### src/rtl/uart_cmd_mstr_gen.sv
// Host-side UART command master: sends a CMD_BYTES-wide command MSB byte first and collects resp_len bytes.
// Optional macro RESP_TIMEOUT_EN adds a per-byte response timeout; without it WAIT_RESP waits indefinitely.
module uart_cmd_mstr_gen #(
    parameter int CMD_BYTES   = 3,
    parameter int BAUD_DIV    = 108,
    parameter int MAX_RESP    = 512,
    parameter int TIMEOUT_CYC = 1048576,
    localparam int RLW        = $clog2(MAX_RESP + 1)
) (
    input  logic                   clk,
    input  logic                   rst,
    input  logic [8*CMD_BYTES-1:0] cmd,
    input  logic [RLW-1:0]         resp_len,
    input  logic                   send_cmd,
    output logic                   busy,
    output logic                   cmd_sent,
    output logic                   TX,
    input  logic                   RX,
    output logic [7:0]             resp,
    output logic                   resp_vld,
    output logic [RLW-1:0]         resp_cnt,
    output logic                   resp_rdy,
    input  logic                   clr_resp_rdy,
    output logic                   frame_err,
    output logic                   timeout
);
    localparam int CMD_W = 8 * CMD_BYTES;
    localparam int BW    = (BAUD_DIV > 2) ? $clog2(BAUD_DIV) : 1;
    localparam int BYW   = (CMD_BYTES > 1) ? $clog2(CMD_BYTES) : 1;
    localparam logic [BW-1:0]  BAUD_LAST = BW'(BAUD_DIV - 1);
    localparam logic [BW-1:0]  HALF_LAST = BW'(BAUD_DIV / 2 - 1);
    localparam logic [BYW-1:0] BYTE_LAST = BYW'(CMD_BYTES - 1);
    localparam logic [RLW-1:0] LEN_MAX   = RLW'(MAX_RESP);
    localparam logic [RLW-1:0] CNT_ONE   = RLW'(1);

    typedef enum logic [1:0] {
        ST_IDLE = 2'd0,
        ST_SEND = 2'd1,
        ST_WAIT = 2'd2
    } state_t;

    state_t             r_state;
    logic               r_tx;
    logic               r_busy;
    logic               r_cmd_sent;
    logic [7:0]         r_resp;
    logic               r_resp_vld;
    logic [RLW-1:0]     r_resp_cnt;
    logic               r_resp_rdy;
    logic               r_frame_err;
    logic [RLW-1:0]     r_len;
    logic [CMD_W-1:0]   r_cmd_sh;
    logic [BW-1:0]      r_tx_baud;
    logic [3:0]         r_tx_bit;
    logic [BYW-1:0]     r_tx_byte;

    logic               r_rx_s1;
    logic               r_rx_s2;
    logic               r_rx_prev;
    logic               r_rx_busy;
    logic [BW-1:0]      r_rx_cnt;
    logic [3:0]         r_rx_bit;
    logic [7:0]         r_rx_sh;

    logic [RLW-1:0]     w_len_clamped;
    logic [7:0]         w_cur_byte;
    logic               w_rx_done;

`ifdef RESP_TIMEOUT_EN
    localparam int TOW = $clog2(TIMEOUT_CYC + 1);
    localparam logic [TOW-1:0] TO_LAST = TOW'(TIMEOUT_CYC - 1);
    logic [TOW-1:0]     r_to_cnt;
    logic               r_timeout;
    assign timeout = r_timeout;
`else
    assign timeout = 1'b0;
`endif

    assign TX        = r_tx;
    assign busy      = r_busy;
    assign cmd_sent  = r_cmd_sent;
    assign resp      = r_resp;
    assign resp_vld  = r_resp_vld;
    assign resp_cnt  = r_resp_cnt;
    assign resp_rdy  = r_resp_rdy;
    assign frame_err = r_frame_err;

    assign w_cur_byte = r_cmd_sh[CMD_W-1 -: 8];
    assign w_rx_done  = r_rx_busy && (r_rx_bit == 4'd9) && (r_rx_cnt == BAUD_LAST);

    // Oversized response lengths are limited to MAX_RESP
    always_comb begin
        w_len_clamped = resp_len;
        if (resp_len > LEN_MAX) begin
            w_len_clamped = LEN_MAX;
        end else begin
            w_len_clamped = resp_len;
        end
    end

    // Free-running receiver: falling edge, half-bit glitch check, then centre sampling
    always_ff @(posedge clk) begin
        if (rst) begin
            r_rx_s1   <= 1'b1;
            r_rx_s2   <= 1'b1;
            r_rx_prev <= 1'b1;
            r_rx_busy <= 1'b0;
            r_rx_cnt  <= '0;
            r_rx_bit  <= 4'd0;
            r_rx_sh   <= 8'h00;
        end else begin
            r_rx_s1   <= RX;
            r_rx_s2   <= r_rx_s1;
            r_rx_prev <= r_rx_s2;
            if (!r_rx_busy) begin
                if (r_rx_prev && !r_rx_s2) begin
                    r_rx_busy <= 1'b1;
                    r_rx_cnt  <= '0;
                    r_rx_bit  <= 4'd0;
                end
            end else if (r_rx_bit == 4'd0) begin
                if (r_rx_cnt == HALF_LAST) begin
                    r_rx_cnt <= '0;
                    if (r_rx_s2) begin
                        r_rx_busy <= 1'b0;
                    end else begin
                        r_rx_bit <= 4'd1;
                    end
                end else begin
                    r_rx_cnt <= r_rx_cnt + 1'b1;
                end
            end else if (r_rx_cnt == BAUD_LAST) begin
                r_rx_cnt <= '0;
                if (r_rx_bit == 4'd9) begin
                    r_rx_busy <= 1'b0;
                end else begin
                    r_rx_sh  <= {r_rx_s2, r_rx_sh[7:1]};
                    r_rx_bit <= r_rx_bit + 4'd1;
                end
            end else begin
                r_rx_cnt <= r_rx_cnt + 1'b1;
            end
        end
    end

    // Command FSM: serialises the command and collects response bytes
    always_ff @(posedge clk) begin
        if (rst) begin
            r_state     <= ST_IDLE;
            r_tx        <= 1'b1;
            r_busy      <= 1'b0;
            r_cmd_sent  <= 1'b0;
            r_resp      <= 8'h00;
            r_resp_vld  <= 1'b0;
            r_resp_cnt  <= '0;
            r_resp_rdy  <= 1'b0;
            r_frame_err <= 1'b0;
            r_len       <= '0;
            r_cmd_sh    <= '0;
            r_tx_baud   <= '0;
            r_tx_bit    <= 4'd0;
            r_tx_byte   <= '0;
`ifdef RESP_TIMEOUT_EN
            r_to_cnt    <= '0;
            r_timeout   <= 1'b0;
`endif
        end else begin
            r_cmd_sent <= 1'b0;
            r_resp_vld <= 1'b0;
            r_busy     <= (r_state != ST_IDLE);
            if (clr_resp_rdy) begin
                r_resp_rdy <= 1'b0;
            end
            case (r_state)
                ST_IDLE: begin
                    // busy lingers one cycle after return to IDLE, which also blocks re-accept
                    if (send_cmd && !r_busy) begin
                        r_state     <= ST_SEND;
                        r_busy      <= 1'b1;
                        r_cmd_sh    <= cmd;
                        r_len       <= w_len_clamped;
                        r_resp_cnt  <= '0;
                        r_resp_rdy  <= 1'b0;
                        r_frame_err <= 1'b0;
                        r_tx        <= 1'b0;
                        r_tx_baud   <= '0;
                        r_tx_bit    <= 4'd0;
                        r_tx_byte   <= '0;
`ifdef RESP_TIMEOUT_EN
                        r_timeout   <= 1'b0;
`endif
                    end
                end
                ST_SEND: begin
                    if (r_tx_baud == BAUD_LAST) begin
                        r_tx_baud <= '0;
                        if (r_tx_bit == 4'd9) begin
                            if (r_tx_byte == BYTE_LAST) begin
                                r_cmd_sent <= 1'b1;
                                if (r_len == '0) begin
                                    r_resp_rdy <= 1'b1;
                                    r_state    <= ST_IDLE;
                                end else begin
                                    r_state    <= ST_WAIT;
                                end
`ifdef RESP_TIMEOUT_EN
                                r_to_cnt   <= '0;
`endif
                            end else begin
                                r_tx_byte <= r_tx_byte + 1'b1;
                                r_cmd_sh  <= r_cmd_sh << 8;
                                r_tx_bit  <= 4'd0;
                                r_tx      <= 1'b0;
                            end
                        end else if (r_tx_bit == 4'd8) begin
                            r_tx_bit <= 4'd9;
                            r_tx     <= 1'b1;
                        end else begin
                            r_tx     <= w_cur_byte[r_tx_bit[2:0]];
                            r_tx_bit <= r_tx_bit + 4'd1;
                        end
                    end else begin
                        r_tx_baud <= r_tx_baud + 1'b1;
                    end
                end
                ST_WAIT: begin
                    if (w_rx_done) begin
                        r_resp     <= r_rx_sh;
                        r_resp_vld <= 1'b1;
                        r_resp_cnt <= r_resp_cnt + CNT_ONE;
                        if (!r_rx_s2) begin
                            r_frame_err <= 1'b1;
                        end
                        if ((r_resp_cnt + CNT_ONE) == r_len) begin
                            r_resp_rdy <= 1'b1;
                            r_state    <= ST_IDLE;
                        end
`ifdef RESP_TIMEOUT_EN
                        r_to_cnt <= '0;
                    end else if (r_to_cnt == TO_LAST) begin
                        r_timeout <= 1'b1;
                        r_state   <= ST_IDLE;
                    end else begin
                        r_to_cnt <= r_to_cnt + 1'b1;
`endif
                    end
                end
                default: begin
                    r_state <= ST_IDLE;
                    r_tx    <= 1'b1;
                end
            endcase
        end
    end
endmodule

### config.mk
export PLATFORM = sky130hd
export DESIGN_NAME = uart_cmd_mstr_gen
export DESIGN_NICKNAME = d
export VERILOG_FILES = /design/src/rtl/uart_cmd_mstr_gen.sv
export SDC_FILE = /design/constraint.sdc
export NUM_CORES = 1
export LEC_CHECK = 0
export ABC_AREA = 1
export BUFFER_PORTS_ARGS = -buffer_cell sky130_fd_sc_hd__buf_2
export CAP_MARGIN = 20
export CORE_MARGIN = 3
export CORE_UTILIZATION = 52
export DETAILED_ROUTE_END_ITERATION = 6
export GPL_TIMING_DRIVEN = 0
export PLACE_DENSITY_LB_ADDON = 0.08
export REMOVE_ABC_BUFFERS = 1
export SLEW_MARGIN = 20
export SYNTH_ARGS = -nofsm -noshare
export SYNTH_HDL_FRONTEND = slang
export SYNTH_SLANG_ARGS = --single-unit
export TNS_END_PERCENT = 5
### constraint.sdc
create_clock -name clk -period 1.8 [get_ports clk]
set_clock_uncertainty 0.1 [all_clocks]
set_input_delay 0.36 -clock clk [delete_from_list [all_inputs] [get_ports clk]]
set_output_delay 0.36 -clock clk [all_outputs]
set_load 0.005 [all_outputs]
# Word level (Yosys, flattened, before mapping)
# Index checks and enable logic that the tools add are counted.
dict set report word_totals {
  regBits 96
  input_bits 39
  out_inout_bits 25
  wordCells 158
}
dict set report op_classes {
  addsub 6
  order_cmp 2
  eq_ne 23
  mux 74
  n_bitwise 6
  n_reduce_logical 26
}
# op count
set op_table {}
lappend op_table {{$mux W24} 4}
lappend op_table {{$mux W7} 7}
lappend op_table {{$mux W4} 12}
lappend op_table {{$pmux W24 S2} 1}
lappend op_table {{$mux W10} 3}
lappend op_table {{$mux W1} 27}
lappend op_table {{$mux W2} 11}
lappend op_table {{$pmux W10 S2} 1}
lappend op_table {{$ne A2 B2 Y1 const B} 8}
lappend op_table {{$reduce_and A4 Y1} 4}
lappend op_table {{$add A7 B1 Y7 const B} 2}
lappend op_table {{$eq A7 B7 Y1 const B} 2}
lappend op_table {{$pmux W7 S2} 1}
lappend op_table {{$eq A4 B4 Y1 const B} 3}
lappend op_table {{$add A10 B1 Y10 const B} 1}
lappend op_table {{$eq A10 B10 Y1} 1}
lappend op_table {{$gt A10 B10 Y1 const B} 1}
lappend op_table {{$logic_not A10 Y1} 1}
lappend op_table {{$reduce_and A5 Y1} 2}
lappend op_table {{$add A4 B1 Y4 const B} 2}
lappend op_table {{$pmux W4 S2} 1}
lappend op_table {{$reduce_bool A2 Y1} 4}
lappend op_table {{$eq A7 B6 Y1 const B} 1}
lappend op_table {{$ne A3 B2 Y1 const B} 2}
lappend op_table {{other kinds (21)} 35}

# Depth between registers and ports, before layout
# Gate-level depths: netlist of run 1.
dict set report logic_depth {
  word_depth 6
  ltp_mapped 14
  ltp_nobuf 14
}

# Worst setup path after synthesis of run 1
# Ideal clock, no wire load.
dict set report synth_path {
  path_kind {register to register}
  from {register r_rx_bit[0]}
  to {register r_rx_bit[3]}
  setup_time_ns 0.117
  t_arrival_ns 1.546
  required_time_ns 1.583
  setup_slack_ns 0.037
  path_stages_with_launch 13
  synth_period_minus_slack_ns 1.763
  path_cell_list {dfxtp_1 inv_1 ha_1 nand2_1 nor2_1 inv_1 o21ai_0 o21ai_0 nand2_1 nand2_1 nor2_1 xnor2_1 nor2_1}
}
dict set report synth_between {
  elab_chain_cells 5
  elab_cells_between_ends 12
}
# element line
set synth_lines {}
lappend synth_lines {{start: declaration} 62} ;# logic [3:0] r_rx_bit;
lappend synth_lines {{start signal: assignment} 138} ;# r_rx_bit <= r_rx_bit + 4'd1;
lappend synth_lines {{$add A4 B1 Y4} 138}
lappend synth_lines {{$mux W4} 134} ;# if (r_rx_bit == 4'd9) begin
lappend synth_lines {{$mux W4} 132} ;# end else if (r_rx_cnt == BAUD_LAST) begin
lappend synth_lines {{$mux W4} 121} ;# end else if (r_rx_bit == 4'd0) begin
lappend synth_lines {{$mux W4} 115} ;# if (!r_rx_busy) begin
# Parallel ways exist; a longest one is shown, timed or not. The select of a mux whose other input is x is not followed.
# A chain may end at the register's enable or synchronous reset.

# Final worst setup path of run 1
dict set report layout_path {
  from {register r_rx_cnt[0]}
  to {register r_state[1]}
}
dict set report layout_between {
  elab_chain_cells 4
}
# element line
set layout_lines {}
lappend layout_lines {{start: declaration} 61} ;# logic [BW-1:0] r_rx_cnt;
lappend layout_lines {{start signal: assignment} 130} ;# r_rx_cnt <= r_rx_cnt + 1'b1;
lappend layout_lines {{start signal: assignment} 141} ;# r_rx_cnt <= r_rx_cnt + 1'b1;
lappend layout_lines {{$eq A7 B7 Y1} 89} ;# assign w_rx_done = r_rx_busy && (r_rx_bit == 4'd9) && (r_rx_cnt == BAUD_LAST);
lappend layout_lines {{$logic_and A1 B1 Y1} 89}
lappend layout_lines {{$ne A2 B2 Y1 (no source line)} --}
lappend layout_lines {{$reduce_and A6 Y1 (no source line)} --}
lappend layout_lines {{end signal: assignment} 149} ;# r_state <= ST_IDLE;
lappend layout_lines {{end signal: assignment} 178} ;# r_state <= ST_SEND;
lappend layout_lines {{end signal: assignment} 202} ;# r_state <= ST_IDLE;
lappend layout_lines {{end: declaration} 42} ;# state_t r_state;
# No other way between the ends.

==> results.yml, run 1 <==
die:
  die_area_um2: 9900
  chipWidth_um: 99.5
  die-height_um: 99.5
  coreArea_um2: 8340
  num_rows: 33
  initial_core_util_pct: 54.5
  ioPinCount: 64
pwr:
  vdd_drop_max_uv: 683
  powerDensity_nw_per_um2: 1110
  power.leakage_uw: 0.00246
timing:
  tightest_slew_ns: 0.767
  hold_viol: 0
  finalWorstSetupSlack_ns: -0.0637
  fin_setup_tns_ns: -0.0637
  finalMaxSlewViolations: 0
  relSlewSlack_pct: 48.8
  setup_violations: 1
  timing.hold.ws_ns: 0.0910
  rsz0062_at_grt: "yes"
  timing.final.crit_period_ns: 1.86
  fin_crit_sh_pct: 104
  max_freq_mhz: 537
place:
  portBuffers: 62
  hpwl_mm: 7.15
  gp_congestion: 0.830
final_layout:
  diodes: 0
  layout_commonest_cell: "nand2_1"
  final_cell_mix: "nand2_1 (133), dfxtp_1 (76), buf_2 (61)"
  final_util_pct: 70.3
  layout-drive-gt1-share_pct: 28.6
  syn_to_final_growth_pct: 28.9
  multi_input_area_um2: 2670
  fill_cells: 662
  final_nets: 782
  regArea_um2: 1960
synthesis:
  ys_types: 37
  ys_ff_latch: 96
  synth_top_flop_cell: "dfxtp_1"
  syn_area_per_cell_um2: 7.05
  synth-edff-count: 0
  synthCells: 645
  synth_top_area_share_pct: 42.3
  ys_seq_area_share_pct: 42.3
  synth_top_area_cell: "dfxtp_1"
  async_flop_share_pct: 0
  synthesis.area_um2: 4540
  synth.area.top_cells: "dfxtp_1 (42%), nand2_1 (12%), a21oi_1 (6.1%)"
  yosysWarnings: 0
detailed_routing:
  num_vias: 4605
  routedWlPerCell_um: 14.5
  detail-route-antenna-nets: 0
  drt_iter0_markers: 215
  drc: 0
  drt_pass1_iterations: 5
  vias_per_cell: 5.47
  wl_mm: 12.2
global_route:
  grt_pass1_wl_mm: 19.3
  antenna_found_initial: 0
  grt_max_degree: 55
  grt_pass1_vias: 4291
  overflow: 0
  grt_usage_pct: 23.7
cts:
  cts_hold_buf: 0
  cts_tree: "built"
  cts_root_buf: "clkbuf_8"
  numCtsBuffers: 9
  clock-sinks: 96
  htree_levels: 3
  insertion_delay_ns: 0.36
  cts_buffer_depth: 2
  clk_pin_slew_ns: 0.10
setup_path:
  critPathCaptureType: "flip-flop"
  cp.required_ns: 1.94
  critPathMaxFanout: 5
  cp.arrival_ns: 2.01
  critPathKind: "reg2reg"
  worstSetupStartpointType: "flip-flop"
status:
  status: "finished with violations"
  violations: "setup timing"
flow_run:
  maxCapViolCount: 0
hold_path:
  hp-class: "in2reg"
-- worst paths after layout --
| kind | start | to | slack (ns) | cells past startpoint |
|---|---|---|---|---|
| max | r_rx_cnt[0] | r_state[1] | -0.06 | 8 |
| min | RX | r_rx_s1 | 0.09 | 2 |
| max reg2reg | r_rx_cnt[0] | r_state[1] | -0.06 | 8 |
| min reg2reg | r_rx_s1 | r_rx_s2 | 0.34 | 1 |
-- flip-flops by register name (all words and copies together), names as in the netlist, 2 cells and up --
signal     flops
r_cmd_sh      24
resp           8
resp_cnt      10
r_tx_byte      2
r_tx_bit       4
r_rx_bit       4
r_tx_baud      7
r_state        2
r_rx_cnt       7
r_rx_sh        8
r_len         10
-- critical path: stages, from the launching register on --
cell and delay [ns]:
dfxtp_2 0.40, ha_4 0.17, nand2_2 0.09, nor2_4 0.19
nand2_4 0.12, a21oi_4 0.20, nand4_1 0.19, a21oi_1 0.20
a21oi_1 0.09
-- stage by stage --
step	total power (uW)	cells	instance area, um^2	worst slack, ns
floorplan	3920	621	4430	-0.684
global placement	4350	788	4870	-1.55
detailed placement	4390	789	4900	-1.58
CTS	6360	829	5460	-0.0174
global route	6900	842	5860	-0.121
finish	6520	842	5860	-0.0637
-- cells by family (layout without fill, tap and decap cells) --
group	Yosys count	after routing	synth area share, %
compound gates	151	151	18.5
flops	96	96	42.3
buf+inv	86	175	7.57
simple gates	293	296	27.1
xor+xnor	7	7	1.35
fa+ha+maj	11	11	3.03
other cells	1	1	0.0825
-- cells in the mapped netlist (7+ instances only) --
master and count:
o21ai_0 39, dfxtp_1 96, nor3_1 9, ha_1 11, inv_1 55, a211oi_1 14, clkbuf_1 14, inv_2 7
a31oi_1 18, a21oi_1 55, nand2_1 146, nand3_1 44, o21ai_1 15, nor2_1 73
-- routing by layer --
layer	GRT usage, %	part of all wire, %
met4	8.30	0.97
met1	30.8	45
met5	0	0
met3	3.02	4.8
met2	40.5	49
-- power by group --
group	switching, uW	internal [uW]
combinational	1480	895
clock	773	646
sequential	258	2470
total	2510	4010
-- area by class of cell --
cell class	instances	area share (%)
multi-input combinational	466	45.6
sequential	96	33.5
timing repair buffer	92	10.1
inverter	62	4.48
tap	105	2.24
clock buffer	9	2.11
clock inverter	7	1.22
timing repair inverter	5	0.705
-- repair_timing --
item	4_1_cts	5_1_grt
endpoints found under the setup margin	83	74
cloned	7	1
setup buffers	17	12
pin swaps	9	27
gates resized for setup	63	82
Note: power is estimated with default switching activity, not from simulation.
==> run 2: changes to the inputs <==
--- a/config.mk
+++ b/config.mk
@@ -9,7 +9,7 @@
 export BUFFER_PORTS_ARGS = -buffer_cell sky130_fd_sc_hd__buf_2
 export CAP_MARGIN = 20
 export CORE_MARGIN = 3
-export CORE_UTILIZATION = 52
+export CORE_UTILIZATION = 45
 export DETAILED_ROUTE_END_ITERATION = 6
 export GPL_TIMING_DRIVEN = 0
 export PLACE_DENSITY_LB_ADDON = 0.08
==> run 2 against run 1 <==
  * The run still ends with setup timing left
  * Critical path depth increased by 2
  * Cell count increased by 2.6%
  * Sequential share of layout area increased by 0.52 points
  * Wire length decreased by 4.4%
  * Fmax increased by 2.8%
  * Non-clock buffer count decreased by 3
  * Flip-flop and latch count unchanged
  * First-iteration DRC count decreased by 6.5%
  * Clock-buffer cell count increased by 2
  * Utilization decreased by 11 points
==> results.yml, run 2 (synthesis gave the netlist of run 1 again) <==
final_layout:
  regMostFlops: "r_cmd_sh"
  diodes: 0
  layout_commonest_cell: "nand2_1"
  largest_reg_flops: 24
  postLayoutCellArea_um2: 5780
  fill_cells: 928
  finalNonFillerCells: 864
  syn_to_final_growth_pct: 27.1
  final_nets: 777
  layout-drive-gt1-share_pct: 28.5
  final_cell_mix: "nand2_1 (130), dfxtp_1 (76), buf_2 (61)"
timing:
  finalMaxSlewViolations: 0
  finalWorstSetupSlack_ns: -0.0132
  max_freq_mhz: 552
  relSlewSlack_pct: 52.0
  hold_viol: 0
  rsz0062_at_grt: "yes"
  timing.final.crit_period_ns: 1.81
  setup_violations: 3
  tightest_slew_ns: 0.718
  fin_crit_sh_pct: 101
  timing.hold.ws_ns: 0.0770
cts:
  cts_tree: "built"
  cts_root_buf: "clkbuf_8"
  clk_pin_slew_ns: 0.09
  insertion_delay_ns: 0.37
  cts_buffer_depth: 2
  numCtsBuffers: 9
  clock-sinks: 96
  htree_levels: 3
  cts_hold_buf: 0
place:
  hpwl_mm: 7.07
  dpl.cell_count: 816
  gp_congestion: 0.818
  portBuffers: 62
  dpl_cell_area_um2: 4910
detailed_routing:
  vias_per_cell: 5.18
  num_vias: 4474
  drt_iter0_markers: 201
  drt_pass1_iterations: 4
  drc: 0
  detail-route-antenna-nets: 0
  wl_mm: 11.6
  routedWlPerCell_um: 13.5
die:
  initial_core_util_pct: 46.5
  die-height_um: 106
  ioPinCount: 64
  coreArea_um2: 9770
  num_rows: 36
  die_area_um2: 11300
  chipWidth_um: 106
setup_path:
  critPathKind: "reg2reg"
  crit_chain: "nor2_4, inv_8, buf_12, nor2_4, inv_4, nand3_4, buf_12, inv_16, o21ai_1, nor2_1"
  critPathMaxFanout: 21
  cp_top_family: "simple AND/OR/NAND/NOR gates"
  path_buf_inv: 5
  cp.required_ns: 1.93
  worstSetupStartpointType: "flip-flop"
  critPathCaptureType: "flip-flop"
  cp.arrival_ns: 1.94
  slowest_delay_ns: 0.38
  critPathSlowestCell: "dfxtp_2"
flow_run:
  maxCapViolCount: 0
global_route:
  overflow: 0
  grt_pass1_vias: 4182
  grt_pass1_wl_mm: 19.0
  grt_usage_pct: 20.6
  antenna_found_initial: 0
  grt_max_degree: 55
pwr:
  vdd_drop_max_uv: 635
  powerDensity_nw_per_um2: 1110
  power.leakage_uw: 0.00243
  power_uw: 6390
status:
  violations: "setup timing"
  status: "finished with violations"
hold_path:
  hp-class: "in2reg"
==> run 2: changes by cell type in the layout (fill, tap and decap cells not counted), sizes merged <==
cell	delta
buf	-3
bufinv	-1
clkbuf	+2
clkinv	-2
clkinvlp	+1
inv	-2
nand3	-1
==> run 2: worst paths after layout <==
path / from / cells after the start / endpoint / slack [ns]
worst max-delay path: r_state[1] / 10 / r_tx_byte[1] / -0.01
worst min-delay path: RX / 2 / r_rx_s1 / 0.08
worst min register to register: r_rx_s1 / 1 / r_rx_s2 / 0.32
worst max register to register: r_state[1] / 10 / r_tx_byte[1] / -0.01
==> run 2: final cells by class <==
cell class	instances	area [um^2]	share of cell area, %
Timing Repair inverter	4	43.8	0.758
Sequential cell	96	1970	34.0
Tap cell	133	166	2.88
Timing Repair Buffer	89	579	10.0
Multi-Input combinational cell	465	2610	45.1
Clock inverter	4	22.5	0.390
Clock buffer	11	131	2.27
Inverter	62	260	4.51
==> run 2: timing repair <==
item,in CTS,in global routing
setup endpoints to repair,83,74
pin swaps,6,32
gates cloned,6,0
resized for setup,50,95
buffers inserted,18,9
==> run 2: stage by stage <==
step / setup WS (ns) / setup TNS, ns / utilization [%]
global route: -0.105 / -3.34 / 59.1
CTS: -0.0862 / -0.812 / 55.2
detailed placement: -1.66 / -66.50 / 50.3
floorplan: -0.684 / -19.48 / -
finish: -0.0132 / -0.0144 / 59.1
global placement: -1.62 / -77.81 / 50.2
==> run 2: metal layers <==
| layer | global-route usage [%] | wire length [um] | vias to the layer above |
|---|---|---|---|
| met4 | 5.94 | 127 | 0 |
| li1 | - | - | 2320 |
| met1 | 26.2 | 5420 | 2058 |
| met2 | 35.9 | 5700 | 80 |
| met5 | 0 | 0 | - |
| met3 | 3.58 | 387 | 16 |
==> run 2: where the power goes <==
part | total (uW) | internal [uW] | switching (uW)
registers | 2720 | 2470 | 256
logic | 2440 | 938 | 1500
clock network | 1230 | 490 | 736
total | 6390 | 3900 | 2490
==> run 3: changes to the inputs <==
--- a/config.mk
+++ b/config.mk
@@ -12,7 +12,9 @@
 export CORE_UTILIZATION = 45
 export DETAILED_ROUTE_END_ITERATION = 6
 export GPL_TIMING_DRIVEN = 0
+export MAX_ROUTING_LAYER = met4
 export PLACE_DENSITY_LB_ADDON = 0.08
+export RECOVER_POWER = 50
 export REMOVE_ABC_BUFFERS = 1
 export SLEW_MARGIN = 20
 export SYNTH_ARGS = -nofsm -noshare
==> run 3 against run 2 <==
  * Design area unchanged
  * Die area did not move
  * Critical endpoint unchanged
  * Largest cell class unchanged
  * Global-route usage increased by 0.53 points
  * Hold slack better by 0.0047 ns
  * Wire length shrank 0.19%
  * The flow still finishes with violations (setup timing)
  * Highest routed layer unchanged
==> results.yml, run 3 (synthesis gave the netlist of run 1 again) <==
cts:
  cts_tree: "built"
  clock-sinks: 96
  cts_root_buf: "clkbuf_8"
  insertion_delay_ns: 0.36
  htree_levels: 3
  cts_buffer_depth: 2
  clk_pin_slew_ns: 0.09
  numCtsBuffers: 9
detailed_routing:
  routedWlPerCell_um: 13.4
  wl_met2_mm: 5.77
  drt_iter0_markers: 183
  vias_per_cell: 5.18
  num_vias: 4474
  wl_met3_um: 315
  top_layer: "met4"
  drt_pass1_iterations: 5
  wl_met1_mm: 5.41
  drc: 0
  wl_mm: 11.6
  detail-route-antenna-nets: 0
setup_path:
  critPathKind: "reg2reg"
  critPathMaxFanout: 21
  crit_chain: "nor2_4, inv_8, buf_12, nor2_4, inv_4, nand3_4, buf_12, inv_16, o21ai_1, nor2_1"
  cp.arrival_ns: 1.94
  slowest_delay_ns: 0.38
  worstSetupStartpointType: "flip-flop"
  critPathCaptureType: "flip-flop"
  cp_top_family: "simple AND/OR/NAND/NOR gates"
  critPathSlowestCell: "dfxtp_2"
  path_buf_inv: 5
  cp.required_ns: 1.92
status:
  status: "finished with violations"
  violations: "setup timing"
place:
  dpl_cell_area_um2: 4910
  portBuffers: 62
  gp_congestion: 0.830
  hpwl_mm: 7.07
die:
  coreArea_um2: 9770
  ioPinCount: 64
  chipWidth_um: 106
  num_rows: 36
  die_area_um2: 11300
  die-height_um: 106
  initial_core_util_pct: 46.5
pwr:
  pwr-share-comb_pct: 38.1
  powerDensity_nw_per_um2: 1100
  power_uw: 6370
  swShare_pct: 38.8
  vdd_drop_max_uv: 634
  p_int_uw: 3900
  switchingPower_uw: 2470
  pwr-share-clk_pct: 19.1
  seq_power_share_pct: 42.8
  power.leakage_uw: 0.00243
final_layout:
  layout-drive-gt1-share_pct: 28.5
  postLayoutCellArea_um2: 5780
  layout_commonest_cell: "nand2_1"
  final_nets: 777
  regArea_um2: 1970
  syn_to_final_growth_pct: 27.1
  fill_cells: 928
  final_util_pct: 59.1
  multi_input_area_um2: 2610
  diodes: 0
  final_cell_mix: "nand2_1 (130), dfxtp_1 (76), buf_2 (61)"
  largest_reg_flops: 24
  regMostFlops: "r_cmd_sh"
timing:
  finalWorstSetupSlack_ns: -0.0166
  max_freq_mhz: 550
  fin_crit_sh_pct: 101
  hold_viol: 0
  rsz0062_at_grt: "yes"
  setup_violations: 3
  tightest_slew_ns: 0.709
  finalMaxSlewViolations: 0
  relSlewSlack_pct: 52.7
  timing.final.crit_period_ns: 1.82
  fin_setup_tns_ns: -0.0245
flow_run:
  maxCapViolCount: 0
global_route:
  overflow: 0
  grt_pass1_vias: 4183
  antenna_found_initial: 0
  grt_pass1_wl_mm: 19.0
  grt_max_degree: 55
  grt_usage_pct: 21.1
hold_path:
  hp-class: "in2reg"
==> run 3: cell counts in the layout (fill, tap and decap cells not counted) <==
Identical to the previous run, type by type.
==> run 3: worst register-to-register path, stage by stage, from the launching register on <==
cell     delay [ns]
dfxtp_2        0.38
nor2_4         0.25
inv_8          0.06
buf_12         0.13
nor2_4         0.21
inv_4          0.07
nand3_4        0.07
buf_12         0.18
inv_16         0.08
o21ai_1        0.12
nor2_1         0.04
==> run 3: power by group through the flow <==
stage	sequential [uW]	combinational [uW]	clock, uW
2_1_floorplan	2680	1250	0
3_3_place_gp	2720	1660	0
3_5_place_dp	2730	1690	0
4_1_cts	2700	2230	1250
5_1_grt	2760	2720	1340
6_report	2720	2430	1220
==> run 3: path summary, 6_finish.rpt <==
check / slack [ns] / cells after the start / end / from
worst max-delay path: -0.02 / 10 / r_tx_byte[1] / r_state[1]
worst min-delay path: 0.08 / 2 / r_rx_s1 / RX
worst max register to register: -0.02 / 10 / r_tx_byte[1] / r_state[1]
worst min register to register: 0.32 / 1 / r_rx_s2 / r_rx_s1
==> run 3: final cells by class <==
cell class	count	share of cell area [%]
well taps	133	2.88
repair inverters	4	0.758
multi-input cells	465	45.1
clock buffers	11	2.27
repair buffers	89	10.0
clock inverters	4	0.390
flip-flops and latches	96	34.0
inverters	62	4.51
==> run 3: routing by layer <==
layer / global-route usage [%] / vias to the layer above
li1: - / 2321
met1: 26.2 / 2064
met2: 35.9 / 75
met3: 3.04 / 14
met4: 6.48 / 0
met5: - / -
==> run 3: repair_timing <==
item                                    CTS  global route
gates resized for setup                  50            95
gates cloned                              6             0
endpoints found under the hold margin     0             0
endpoints found under the setup margin   83            74
buffers inserted                         18             9
pin swaps                                 6            32
hold buffers                              0             0
==> run 3: metrics by stage <==
stage | cells | worst slack [ns] | hold slack, ns
final | 864 | -0.0166 | 0.0816
after global routing | 864 | -0.105 | 0.0778
after CTS | 855 | -0.0862 | 0.0724
after detailed placement | 816 | -1.66 | 0.303
after global placement | 816 | -1.62 | 0.293
after floorplan | 621 | -0.684 | 0.289
